$ cat config.mk
export PLATFORM = sky130hd
export DESIGN_NAME = gci_std_display_sram_arbiter_flat
export DESIGN_NICKNAME = d
export VERILOG_FILES = /design/src/rtl/gci_std_display_sram_arbiter_if.sv /design/src/rtl/gci_std_display_sram_arbiter.sv /design/src/flat_wrapper.sv
export SDC_FILE = /design/constraint.sdc
export NUM_CORES = 1
export LEC_CHECK = 0
export ABC_AREA = 1
export ABC_CLOCK_PERIOD_IN_PS = 2070
export CORE_ASPECT_RATIO = 0.75
export CORE_MARGIN = 2
export CORE_UTILIZATION = 27
export CTS_CLUSTER_DIAMETER = 30
export DETAILED_ROUTE_END_ITERATION = 16
export GPL_ROUTABILITY_DRIVEN = 0
export GPL_TIMING_DRIVEN = 0
export PLACE_DENSITY = 0.85
export SETUP_SLACK_MARGIN = 0.02
export SYNTH_ARGS = -nofsm -noshare
export SYNTH_HDL_FRONTEND = slang
export SYNTH_SLANG_ARGS = --single-unit
$ cat constraint.sdc
create_clock -name iCLOCK -period 2.07 [get_ports iCLOCK]
set_clock_uncertainty 0.1 [all_clocks]
set_input_delay 0.621 -clock iCLOCK [delete_from_list [all_inputs] [get_ports iCLOCK]]
set_output_delay 0.621 -clock iCLOCK [all_outputs]
set_load 0.01 [all_outputs]
$ cat src/rtl/gci_std_display_sram_arbiter_if.sv
// Bus bundle between the VRAM requesters, the arbiter and the SRAM cycle engine.
// Handshake: a REQ is a level held with its ADDR/DATA; it is consumed on a cycle whose ACK is 1.
interface gci_std_display_sram_arbiter_if #(
  parameter int P_MEM_ADDR_N = 20
);
  logic                    iRD_REQ;
  logic [P_MEM_ADDR_N-1:0] iRD_ADDR;
  logic                    oRD_ACK;
  logic                    oRD_VALID;
  logic [15:0]             oRD_DATA;
  logic                    iWR0_REQ;
  logic [P_MEM_ADDR_N-1:0] iWR0_ADDR;
  logic [15:0]             iWR0_DATA;
  logic                    oWR0_ACK;
  logic                    iWR1_REQ;
  logic [P_MEM_ADDR_N-1:0] iWR1_ADDR;
  logic [15:0]             iWR1_DATA;
  logic                    oWR1_ACK;
  logic                    oMEM_REQ;
  logic                    iMEM_BUSY;
  logic                    oMEM_RW;
  logic [P_MEM_ADDR_N-1:0] oMEM_ADDR;
  logic [15:0]             oMEM_DATA;
  logic                    iMEM_RD_VALID;
  logic [15:0]             iMEM_RD_DATA;
  logic [1:0]              oGRANT;

  modport slave (
    input  iRD_REQ, iRD_ADDR, iWR0_REQ, iWR0_ADDR, iWR0_DATA,
    input  iWR1_REQ, iWR1_ADDR, iWR1_DATA, iMEM_BUSY, iMEM_RD_VALID, iMEM_RD_DATA,
    output oRD_ACK, oRD_VALID, oRD_DATA, oWR0_ACK, oWR1_ACK,
    output oMEM_REQ, oMEM_RW, oMEM_ADDR, oMEM_DATA, oGRANT
  );

  modport master (
    output iRD_REQ, iRD_ADDR, iWR0_REQ, iWR0_ADDR, iWR0_DATA,
    output iWR1_REQ, iWR1_ADDR, iWR1_DATA, iMEM_BUSY, iMEM_RD_VALID, iMEM_RD_DATA,
    input  oRD_ACK, oRD_VALID, oRD_DATA, oWR0_ACK, oWR1_ACK,
    input  oMEM_REQ, oMEM_RW, oMEM_ADDR, oMEM_DATA, oGRANT
  );
endinterface

$ cat src/rtl/gci_std_display_sram_arbiter.sv
// Burst arbiter sharing one SRAM command port between the display reader (priority)
// and two round-robin writers; oGRANT exposes the FSM state directly.
module gci_std_display_sram_arbiter #(
  parameter int P_MEM_ADDR_N   = 20,
  parameter int P_RD_BURST_MAX = 16,
  parameter int P_WR_BURST_MAX = 8
) (
  input  logic iCLOCK,
  input  logic iRESET,
  gci_std_display_sram_arbiter_if.slave bus
);
  localparam int BURST_MAX = (P_RD_BURST_MAX > P_WR_BURST_MAX) ? P_RD_BURST_MAX : P_WR_BURST_MAX;
  localparam int CNT_W     = $clog2(BURST_MAX + 1);
  localparam logic [CNT_W-1:0] RD_CAP = CNT_W'(P_RD_BURST_MAX);
  localparam logic [CNT_W-1:0] WR_CAP = CNT_W'(P_WR_BURST_MAX);

  typedef enum logic [1:0] {
    ST_IDLE = 2'd0,
    ST_RD   = 2'd1,
    ST_WR0  = 2'd2,
    ST_WR1  = 2'd3
  } state_t;

  state_t                  b_state;
  state_t                  b_state_next;
  logic [CNT_W-1:0]        b_burst_cnt;
  logic [CNT_W-1:0]        cnt_inc;
  logic                    b_last_wr;
  logic                    b_rd_valid;
  logic [15:0]             b_rd_data;
  logic                    owner_req;
  logic                    mem_rw;
  logic [P_MEM_ADDR_N-1:0] mem_addr;
  logic [15:0]             mem_data;
  logic                    accept;
  logic                    entering;

  // Command mux: the owner's request is forwarded; IDLE drives an all-zero command.
  always_comb begin
    owner_req = 1'b0;
    mem_rw    = 1'b0;
    mem_addr  = '0;
    mem_data  = '0;
    case (b_state)
      ST_RD: begin
        owner_req = bus.iRD_REQ;
        mem_addr  = bus.iRD_ADDR;
      end
      ST_WR0: begin
        owner_req = bus.iWR0_REQ;
        mem_rw    = 1'b1;
        mem_addr  = bus.iWR0_ADDR;
        mem_data  = bus.iWR0_DATA;
      end
      ST_WR1: begin
        owner_req = bus.iWR1_REQ;
        mem_rw    = 1'b1;
        mem_addr  = bus.iWR1_ADDR;
        mem_data  = bus.iWR1_DATA;
      end
      default: ;
    endcase
  end

  assign accept  = owner_req && !bus.iMEM_BUSY;
  assign cnt_inc = b_burst_cnt + CNT_W'(1);

  always_comb begin
    b_state_next = b_state;
    case (b_state)
      ST_IDLE: begin
        if (bus.iRD_REQ)             b_state_next = ST_RD;
        else if (b_last_wr) begin
          if (bus.iWR0_REQ)          b_state_next = ST_WR0;
          else if (bus.iWR1_REQ)     b_state_next = ST_WR1;
        end else begin
          if (bus.iWR1_REQ)          b_state_next = ST_WR1;
          else if (bus.iWR0_REQ)     b_state_next = ST_WR0;
        end
      end
      ST_RD: begin
        if (!bus.iRD_REQ || (accept && cnt_inc == RD_CAP)) b_state_next = ST_IDLE;
      end
      ST_WR0: begin
        if (!bus.iWR0_REQ || (accept && (cnt_inc == WR_CAP || bus.iRD_REQ))) b_state_next = ST_IDLE;
      end
      ST_WR1: begin
        if (!bus.iWR1_REQ || (accept && (cnt_inc == WR_CAP || bus.iRD_REQ))) b_state_next = ST_IDLE;
      end
      default: b_state_next = ST_IDLE;
    endcase
  end

  // Owners are only entered from IDLE, so this marks the start of every burst.
  assign entering = (b_state == ST_IDLE) && (b_state_next != ST_IDLE);

  always_ff @(posedge iCLOCK) begin
    if (iRESET) begin
      b_state     <= ST_IDLE;
      b_burst_cnt <= '0;
      b_last_wr   <= 1'b1;
      b_rd_valid  <= 1'b0;
      b_rd_data   <= '0;
    end else begin
      b_state    <= b_state_next;
      b_rd_valid <= bus.iMEM_RD_VALID;
      b_rd_data  <= bus.iMEM_RD_DATA;
      if (entering)    b_burst_cnt <= '0;
      else if (accept) b_burst_cnt <= cnt_inc;
      if (entering && b_state_next == ST_WR0)      b_last_wr <= 1'b0;
      else if (entering && b_state_next == ST_WR1) b_last_wr <= 1'b1;
    end
  end

  assign bus.oMEM_REQ  = owner_req;
  assign bus.oMEM_RW   = mem_rw;
  assign bus.oMEM_ADDR = mem_addr;
  assign bus.oMEM_DATA = mem_data;
  assign bus.oRD_ACK   = accept && (b_state == ST_RD);
  assign bus.oWR0_ACK  = accept && (b_state == ST_WR0);
  assign bus.oWR1_ACK  = accept && (b_state == ST_WR1);
  assign bus.oRD_VALID = b_rd_valid;
  assign bus.oRD_DATA  = b_rd_data;
  assign bus.oGRANT    = b_state;
endmodule
$ cat src/flat_wrapper.sv
// flat-port wrapper written by rule: the top's interface ports become plain ports
module gci_std_display_sram_arbiter_flat 
#(
  parameter int P_MEM_ADDR_N   = 20,
  parameter int P_RD_BURST_MAX = 16,
  parameter int P_WR_BURST_MAX = 8
)
  (iCLOCK, iRESET, bus_iRD_REQ, bus_iRD_ADDR, bus_iWR0_REQ, bus_iWR0_ADDR, bus_iWR0_DATA, bus_iWR1_REQ, bus_iWR1_ADDR, bus_iWR1_DATA, bus_iMEM_BUSY, bus_iMEM_RD_VALID, bus_iMEM_RD_DATA, bus_oRD_ACK, bus_oRD_VALID, bus_oRD_DATA, bus_oWR0_ACK, bus_oWR1_ACK, bus_oMEM_REQ, bus_oMEM_RW, bus_oMEM_ADDR, bus_oMEM_DATA, bus_oGRANT);
  gci_std_display_sram_arbiter_if #(.P_MEM_ADDR_N(P_MEM_ADDR_N)) bus_i ();
  input  logic iCLOCK;
  input  logic iRESET;
  input wire logic [$bits(bus_i.iRD_REQ)-1:0] bus_iRD_REQ;
  input wire logic [$bits(bus_i.iRD_ADDR)-1:0] bus_iRD_ADDR;
  input wire logic [$bits(bus_i.iWR0_REQ)-1:0] bus_iWR0_REQ;
  input wire logic [$bits(bus_i.iWR0_ADDR)-1:0] bus_iWR0_ADDR;
  input wire logic [$bits(bus_i.iWR0_DATA)-1:0] bus_iWR0_DATA;
  input wire logic [$bits(bus_i.iWR1_REQ)-1:0] bus_iWR1_REQ;
  input wire logic [$bits(bus_i.iWR1_ADDR)-1:0] bus_iWR1_ADDR;
  input wire logic [$bits(bus_i.iWR1_DATA)-1:0] bus_iWR1_DATA;
  input wire logic [$bits(bus_i.iMEM_BUSY)-1:0] bus_iMEM_BUSY;
  input wire logic [$bits(bus_i.iMEM_RD_VALID)-1:0] bus_iMEM_RD_VALID;
  input wire logic [$bits(bus_i.iMEM_RD_DATA)-1:0] bus_iMEM_RD_DATA;
  output wire logic [$bits(bus_i.oRD_ACK)-1:0] bus_oRD_ACK;
  output wire logic [$bits(bus_i.oRD_VALID)-1:0] bus_oRD_VALID;
  output wire logic [$bits(bus_i.oRD_DATA)-1:0] bus_oRD_DATA;
  output wire logic [$bits(bus_i.oWR0_ACK)-1:0] bus_oWR0_ACK;
  output wire logic [$bits(bus_i.oWR1_ACK)-1:0] bus_oWR1_ACK;
  output wire logic [$bits(bus_i.oMEM_REQ)-1:0] bus_oMEM_REQ;
  output wire logic [$bits(bus_i.oMEM_RW)-1:0] bus_oMEM_RW;
  output wire logic [$bits(bus_i.oMEM_ADDR)-1:0] bus_oMEM_ADDR;
  output wire logic [$bits(bus_i.oMEM_DATA)-1:0] bus_oMEM_DATA;
  output wire logic [$bits(bus_i.oGRANT)-1:0] bus_oGRANT;
  assign bus_i.iRD_REQ = bus_iRD_REQ;
  assign bus_i.iRD_ADDR = bus_iRD_ADDR;
  assign bus_i.iWR0_REQ = bus_iWR0_REQ;
  assign bus_i.iWR0_ADDR = bus_iWR0_ADDR;
  assign bus_i.iWR0_DATA = bus_iWR0_DATA;
  assign bus_i.iWR1_REQ = bus_iWR1_REQ;
  assign bus_i.iWR1_ADDR = bus_iWR1_ADDR;
  assign bus_i.iWR1_DATA = bus_iWR1_DATA;
  assign bus_i.iMEM_BUSY = bus_iMEM_BUSY;
  assign bus_i.iMEM_RD_VALID = bus_iMEM_RD_VALID;
  assign bus_i.iMEM_RD_DATA = bus_iMEM_RD_DATA;
  assign bus_oRD_ACK = bus_i.oRD_ACK;
  assign bus_oRD_VALID = bus_i.oRD_VALID;
  assign bus_oRD_DATA = bus_i.oRD_DATA;
  assign bus_oWR0_ACK = bus_i.oWR0_ACK;
  assign bus_oWR1_ACK = bus_i.oWR1_ACK;
  assign bus_oMEM_REQ = bus_i.oMEM_REQ;
  assign bus_oMEM_RW = bus_i.oMEM_RW;
  assign bus_oMEM_ADDR = bus_i.oMEM_ADDR;
  assign bus_oMEM_DATA = bus_i.oMEM_DATA;
  assign bus_oGRANT = bus_i.oGRANT;
  gci_std_display_sram_arbiter #(.P_MEM_ADDR_N(P_MEM_ADDR_N), .P_RD_BURST_MAX(P_RD_BURST_MAX), .P_WR_BURST_MAX(P_WR_BURST_MAX)) u_core (.iCLOCK(iCLOCK), .iRESET(iRESET), .bus(bus_i));
endmodule
==> summary.md <==
| Metric | Value |
|---|---|
| Top layer reached by signal wires | met4 |
| Synth warnings | 0 |
| Crit Path Max Fanout | 5 |
| Met3 WL | 638 um |
| Slowest stage delay, CP | 0.39 ns |
| FMAX | 0.4297 GHz |
| Number of global-route vias before repair | 2468 |
| Hold slack | 0.4114 ns |
| Die Wd | 91 um |
| Worst-Margin Slew | 0.4024 ns |
| PwrDens | 447.8 nW/um^2 |
| Delay-heaviest family, CP | buffers and inverters |
| Largest family of logic cells by synthesized area | simple AND/OR/NAND/NOR gates |
| Pin count of the biggest net entering global routing | 16 |
| Initial Utilization | 28.33% |
| CTS max path bufs | 2 |
| Fraction of the mapped netlist area in adder cells | 1.633% |
| Area leader, netlist | dfxtp_1 |
| Mux contribution to synthesized area | 0% |
| Top cells by count, synth | nand2_1 (86), inv_1 (30), nor2_1 (28) |
| Worst Setup SP | u_core.bus.oGRANT[0]$_SDFF_PP0_ |
| Overall power | 1.717 mW |
| Max cap viols | 0 |
| Failing checks | negative setup slack |
| Cell Int Power | 1.164 mW |
| Die height | 69.25 um |
| Mapped Cells | 248 |
| Psw | 0.5523 mW |
| Flops & latches, synth | 25 |
| Yosys top cell area share | 32.65% |
| FF-to-FF Start | u_core.bus.oGRANT[0]$_SDFF_PP0_ |
| Routed wl met2 | 4.071 mm |
| Reg2reg setup slack | 0.17 ns |
| Ports | 175 |
| Synth async-reset ratio | 0% |
| Clk Latency, worst-skew pair | 0.27 ns |
| Final Cycle Share | 112.4% |
| Post-synth EDFFs | 0 |
| Cell with the most instances after synthesis | nand2_1 |
| Hold-fix buffers, CTS | 0 |
| Finish-stage setup viols | 40 |
| Max-slew violations | 0 |
| Gate power share | 51.9% |
| Type of origin of the critical path | flip-flop |
| Via Count | 2471 |
| Fin. Hold Viols | 0 |
| Critical path class | reg -> out |
| Compound-cell area share of the yosys netlist | 12.73% |
| Final core occ | 70.86% |
| Worst Hold Class | reg -> reg |
| Slew headroom | 73.17% |
| Number of routed nets with antenna violations | 0 |
| Worst path depth | 9 |
| Clock Tree Root | clkbuf_8 |
| Slowest-stage cell, CP | dfxtp_4 |
| WP data required | 1.35 ns |
| DRT met1 WL | 2.891 mm |
| WL/cell | 14.96 um |
| Inserted Clock Buffers | 3 |
| CTS tree | done |
| Leakage power | 1.874 nW |
| Syn_area_per_cell | 6.180 um^2 |
| Sequential Power Share | 30.8% |
| CTS sink cnt | 25 |
| Wire length of the first global-routing pass | 11.99 mm |
| Initial antenna violation count | 0 |
| Status | finished with violations |
| Fin crit period | 2.327 ns |
| Crit path DAT | 1.61 ns |
| Layout Nets | 573 |
| R2R depth | 15 |
| First DRT Iteration DRCs | 91 |
| CP Cell Sequence | nor2_4 > buf_12 > buf_6 > nand2_4 > nand3_4 > nand2_2 > buf_6 > nor3_4 > buf_6 |
| Top FF cell, synth | dfxtp_1 |
| Area Growth Syn to Fin | 150.1% |
| Fin cells | 530 |
| Mapped Area | 1533 um^2 |
| Worst-path clk slew | 0.09 ns |
| Detailed Route WL | 7.930 mm |
| Fin worst setup slack | -0.2572 ns |
| XOR/XNOR share of the synthesized area | 0.5714% |
| Placed insts | 496 |
| Detailed Place HPWL | 5.349 mm |
| Top cells by area, synth | dfxtp_1 (33%), nand2_1 (21%), a22o_1 (9.1%) |
| Peak VDD IR | 0.5431 mV |
| RSZ-0062 raised after global routing | true |
| DR DRC count | 0 |
| Reg2reg end | u_core.bus.oGRANT[0]$_SDFF_PP0_ |
| Switching Share | 32.17% |
| Diodes inserted | 0 |
| Gr usage total | 23.17% |
| First-pass DRT Iterations | 4 |
| H-tree levels | 1 |
| Critical path's most frequent cell | buf_6 |
| Gr ovfl total | 0 |
| Core area | 5410 um^2 |
| Clock network power share | 17.3% |
| Detailed-route vias per instance | 4.662 |
| Setup Total Neg Slack | -5.976 ns |
| Layout cells sized above 1 | 26.59% |
| Net Count, Synth | 365 |
| Sequential share of the synthesized area | 32.65% |
| Crit end category | output port |
| Simple-gate share of the synthesized area | 40.90% |
| Core Rows | 23 |
| Die outline area | 6302 um^2 |
| CP bufs+invs | 4 |
| Yosys cell types | 20 |
| PortBufs | 173 |
| Worst Setup EP | bus_oWR0_ACK |
==> kinds of logic (layout without fill, tap and decap cells) <==
kind of cell             count (synthesis)  after routing
buffers and inverters                   45            252
AND/OR/NAND/NOR                        150            150
AO/OA/AOI/OAI                           25             25
adder cells (fa/ha/maj)                  2              2
flip-flops                              25             25
XOR/XNOR                                 1              1
==> what timing repair did <==
item,4_1_cts,5_1_grt
endpoints found under the setup margin,42,45
pin swaps,11,9
buffers inserted,24,7
resized for setup,242,23
gates cloned,2,0
==> routing by layer <==
layer	vias up	track usage (%)
met3	29	6.304
li1	1200	-
met2	133	43.87
met4	0	7.407
met1	1109	24.83
met5	-	0
==> layout by cell type, fill, tap and decap left out, drive strengths merged, types with 2 or more instances in the layout <==
master | synthesis | routed
buf | 1 | 72
inv | 33 | 33
nor3 | 2 | 2
a211oi | 2 | 2
dfxtp | 25 | 25
dlygate4sd2 | 0 | 11
nand2 | 89 | 89
nor2 | 29 | 29
clkdlybuf4s50 | 0 | 122
ha | 2 | 2
nand4 | 3 | 3
nand3 | 27 | 27
clkbuf | 11 | 12
o211ai | 2 | 2
a21oi | 4 | 4
a22o | 16 | 16
==> power by group through the flow <==
stage / clock (mW) / sequential [mW] / combinational, mW
after CTS: 0.308 / 0.528 / 0.835
after detailed placement: 0 / 0.539 / 0.749
final: 0.296 / 0.529 / 0.891
after global placement: 0 / 0.537 / 0.736
after floorplan: 0 / 0.548 / 0.249
after global routing: 0.318 / 0.531 / 0.955
==> metrics by stage <==
step,cell area [um^2],setup WS [ns]
5_1_grt,3834,-0.3118
2_1_floorplan,1533,-0.02680
6_report,3834,-0.2572
4_1_cts,3701,-0.2383
3_5_place_dp,3358,-0.9976
3_3_place_gp,3358,-0.9351
==> worst register-to-register path: stages (launching register included) <==
cell and delay, ns:
dfxtp_4 0.39, nor2_4 0.14, buf_12 0.12, buf_6 0.10
nand2_4 0.05, nand3_4 0.06, nand2_2 0.06, buf_4 0.12
buf_4 0.12, buf_4 0.13, inv_4 0.07, nand2_2 0.06
nand2_2 0.08, nand2_2 0.06, nor2_2 0.11, nor2_1 0.04
==> worst min-delay path by stage <==
stage | from | end | depth (start not counted)
6_report | u_core.b_last_wr$_SDFFE_PP1P_ | u_core.b_last_wr$_SDFFE_PP1P_ | 2
5_1_grt | u_core.b_burst_cnt[4]$_SDFFE_PP0P_ | u_core.b_burst_cnt[4]$_SDFFE_PP0P_ | 2
4_1_cts | u_core.b_burst_cnt[4]$_SDFFE_PP0P_ | u_core.b_burst_cnt[4]$_SDFFE_PP0P_ | 2
3_5_place_dp | u_core.b_burst_cnt[4]$_SDFFE_PP0P_ | u_core.b_burst_cnt[4]$_SDFFE_PP0P_ | 2
3_3_place_gp | u_core.b_burst_cnt[4]$_SDFFE_PP0P_ | u_core.b_burst_cnt[4]$_SDFFE_PP0P_ | 2
2_1_floorplan | u_core.b_burst_cnt[4]$_SDFFE_PP0P_ | u_core.b_burst_cnt[4]$_SDFFE_PP0P_ | 2
==> sequential cells by signal (all words and copies together) (netlist names) <==
name	flops
u_core.bus.oGRANT	2
u_core.bus.oRD_DATA	16
u_core.b_last_wr	1
u_core.bus.oRD_VALID	1
u_core.b_burst_cnt	5
==> layout make-up <==
cell class / count / area, um^2
clock buffer: 3 / 41.29
fill: 421 / 1577
inverter: 33 / 138.9
timing repair buffer: 203 / 1892
multi-input combinational: 178 / 993.5
buffer: 12 / 158.9
clock inverter: 1 / 7.507
tap: 75 / 93.84
sequential: 25 / 508.0
Note: power is estimated with default switching activity, not from simulation.
==> RTL change (config.mk and constraints unchanged) <==
`b_rd_data` no longer has a reset.
--- a/src/rtl/gci_std_display_sram_arbiter.sv
+++ b/src/rtl/gci_std_display_sram_arbiter.sv
@@ -101,9 +101,7 @@
       b_last_wr   <= 1'b1;
       b_rd_valid  <= 1'b0;
-      b_rd_data   <= '0;
     end else begin
       b_state    <= b_state_next;
       b_rd_valid <= bus.iMEM_RD_VALID;
-      b_rd_data  <= bus.iMEM_RD_DATA;
       if (entering)    b_burst_cnt <= '0;
       else if (accept) b_burst_cnt <= cnt_inc;
@@ -111,4 +109,8 @@
       else if (entering && b_state_next == ST_WR1) b_last_wr <= 1'b1;
     end
+  end
+
+  always_ff @(posedge iCLOCK) begin
+    b_rd_data <= bus.iMEM_RD_DATA;
   end
 
Function: changed (a bounded check fails within 4 cycles, from zero or initial values and one cycle with iRESET high).
==> RTL change against the original RTL <==
The flow still finishes with violations (negative setup slack). Die area down 2.7%. Synthesized area shrank 2.9%. Total power down 4.4%. Clock power is 7.1% lower. First-iteration DRC count rose by 20%. Worst setup slack better by 20 ps. Synthesized cell count down 11%. Sequential cell count did not move. Cell area decreased by 2.4%. Maximum frequency rose by 0.86%. Worst hold slack lost 31 ps. Wire length decreased by 2.5%. Via count is 4.4% lower.
==> RTL change: results <==
placed_design:
  placedCellCount: 470
  portBuffers: 174
  dpl_cell_area_sq_mm: 0.00333
  pre_cts_ws_ps: -966
  place_hpwl_microns: 5630
synthesis:
  synth_fa_ha_area_share_pct: 1.68
  synth_compound_area_share_pct: 14.6
  seq_area_frac_synth_pct: 33.6
  ys_top_cells_by_area: "dfxtp_1 (34%), nand2_1 (22%), a22o_1 (9.4%), nand3_1 (8.4%), inv_1 (4.3%)"
  yosysUniqueCellTypes: 28
  synth_xor_area_share_pct: 0.588
  synth_nets: 338
route:
  wl_microns: 7730
  dr.first_iter.drc_count: 109
  viasPerCell: 4.64
sta:
  worst_pin_slew_ps: 288
  fin_ws_ps: -237
  fin_tns_setup_ps: -4930
  setup_viol: 39
worst_setup_path:
  critical_path.top_delay_family: "simple AND/OR/NAND/NOR gates"
  crit_fanout: 6
global_routing:
  grt_pass1_wl_microns: 11300
  grt_max_degree: 15
run_status:
  violations: "negative setup slack"
  status: "finished with violations"
layout:
  fillers: 413
  layoutNonFillerInstCount: 509
power:
  p_leak_nw: 1.80
  irDropWorstVdd_mv: 0.534
-- RTL change: cell types whose count changed after synthesis, moves of 2 or more --
| cell | change |
|---|---|
| a21oi_1 | -3 |
| buf_1 | +3 |
| buf_2 | +2 |
| clkbuf_1 | -7 |
| clkinv_1 | +4 |
| inv_1 | -13 |
| nor2_1 | -23 |
| nor2_2 | +5 |
| o21ai_0 | +2 |
| o21bai_4 | +2 |
-- RTL change: layout make-up --
type                            instances  area, sq um  area share (%)
Inverter                               24          100            2.67
Timing Repair Buffer                  210         1940            51.8
Clock inverter                          1         5.00           0.134
Tap cell                               75         93.8            2.51
Multi-Input combinational cell        162          950            25.4
Buffer                                  9          106            2.84
Sequential cell                        25          509            13.6
Clock buffer                            3         41.3            1.10
-- RTL change: routing by layer --
| metal | vias to the layer above | wire, microns | track usage (%) |
|---|---|---|---|
| met5 | - | 0 | 0 |
| met4 | 0 | 192 | 8.85 |
| met3 | 19 | 646 | 5.84 |
| met2 | 134 | 3920 | 40.6 |
| met1 | 1073 | 2970 | 27.5 |
| li1 | 1136 | - | - |
-- RTL change: repair_timing --
item | 4_1_cts | 5_1_grt
hold buffers | 0 | 0
gates cloned | 1 | 0
setup endpoints to repair | 42 | 45
resized for setup | 248 | 13
buffers inserted | 27 | 9
pin swaps | 19 | 8
-- RTL change: final timing paths --
check,start,endpoint,slack [ps],cells past startpoint
max reg2reg,u_core.bus.oGRANT[0],u_core.b_burst_cnt[0],120,12
max,u_core.bus.oGRANT[0],bus_oWR1_ACK,-240,8
min reg2reg,u_core.b_last_wr,u_core.b_last_wr,380,2
min,u_core.b_last_wr,u_core.b_last_wr,380,2
-- RTL change: where the power goes --
part / internal, mW / switching, mW / total, mW
Clock: 0.134 / 0.141 / 0.275
Combinational: 0.501 / 0.342 / 0.843
Sequential: 0.507 / 0.0166 / 0.524
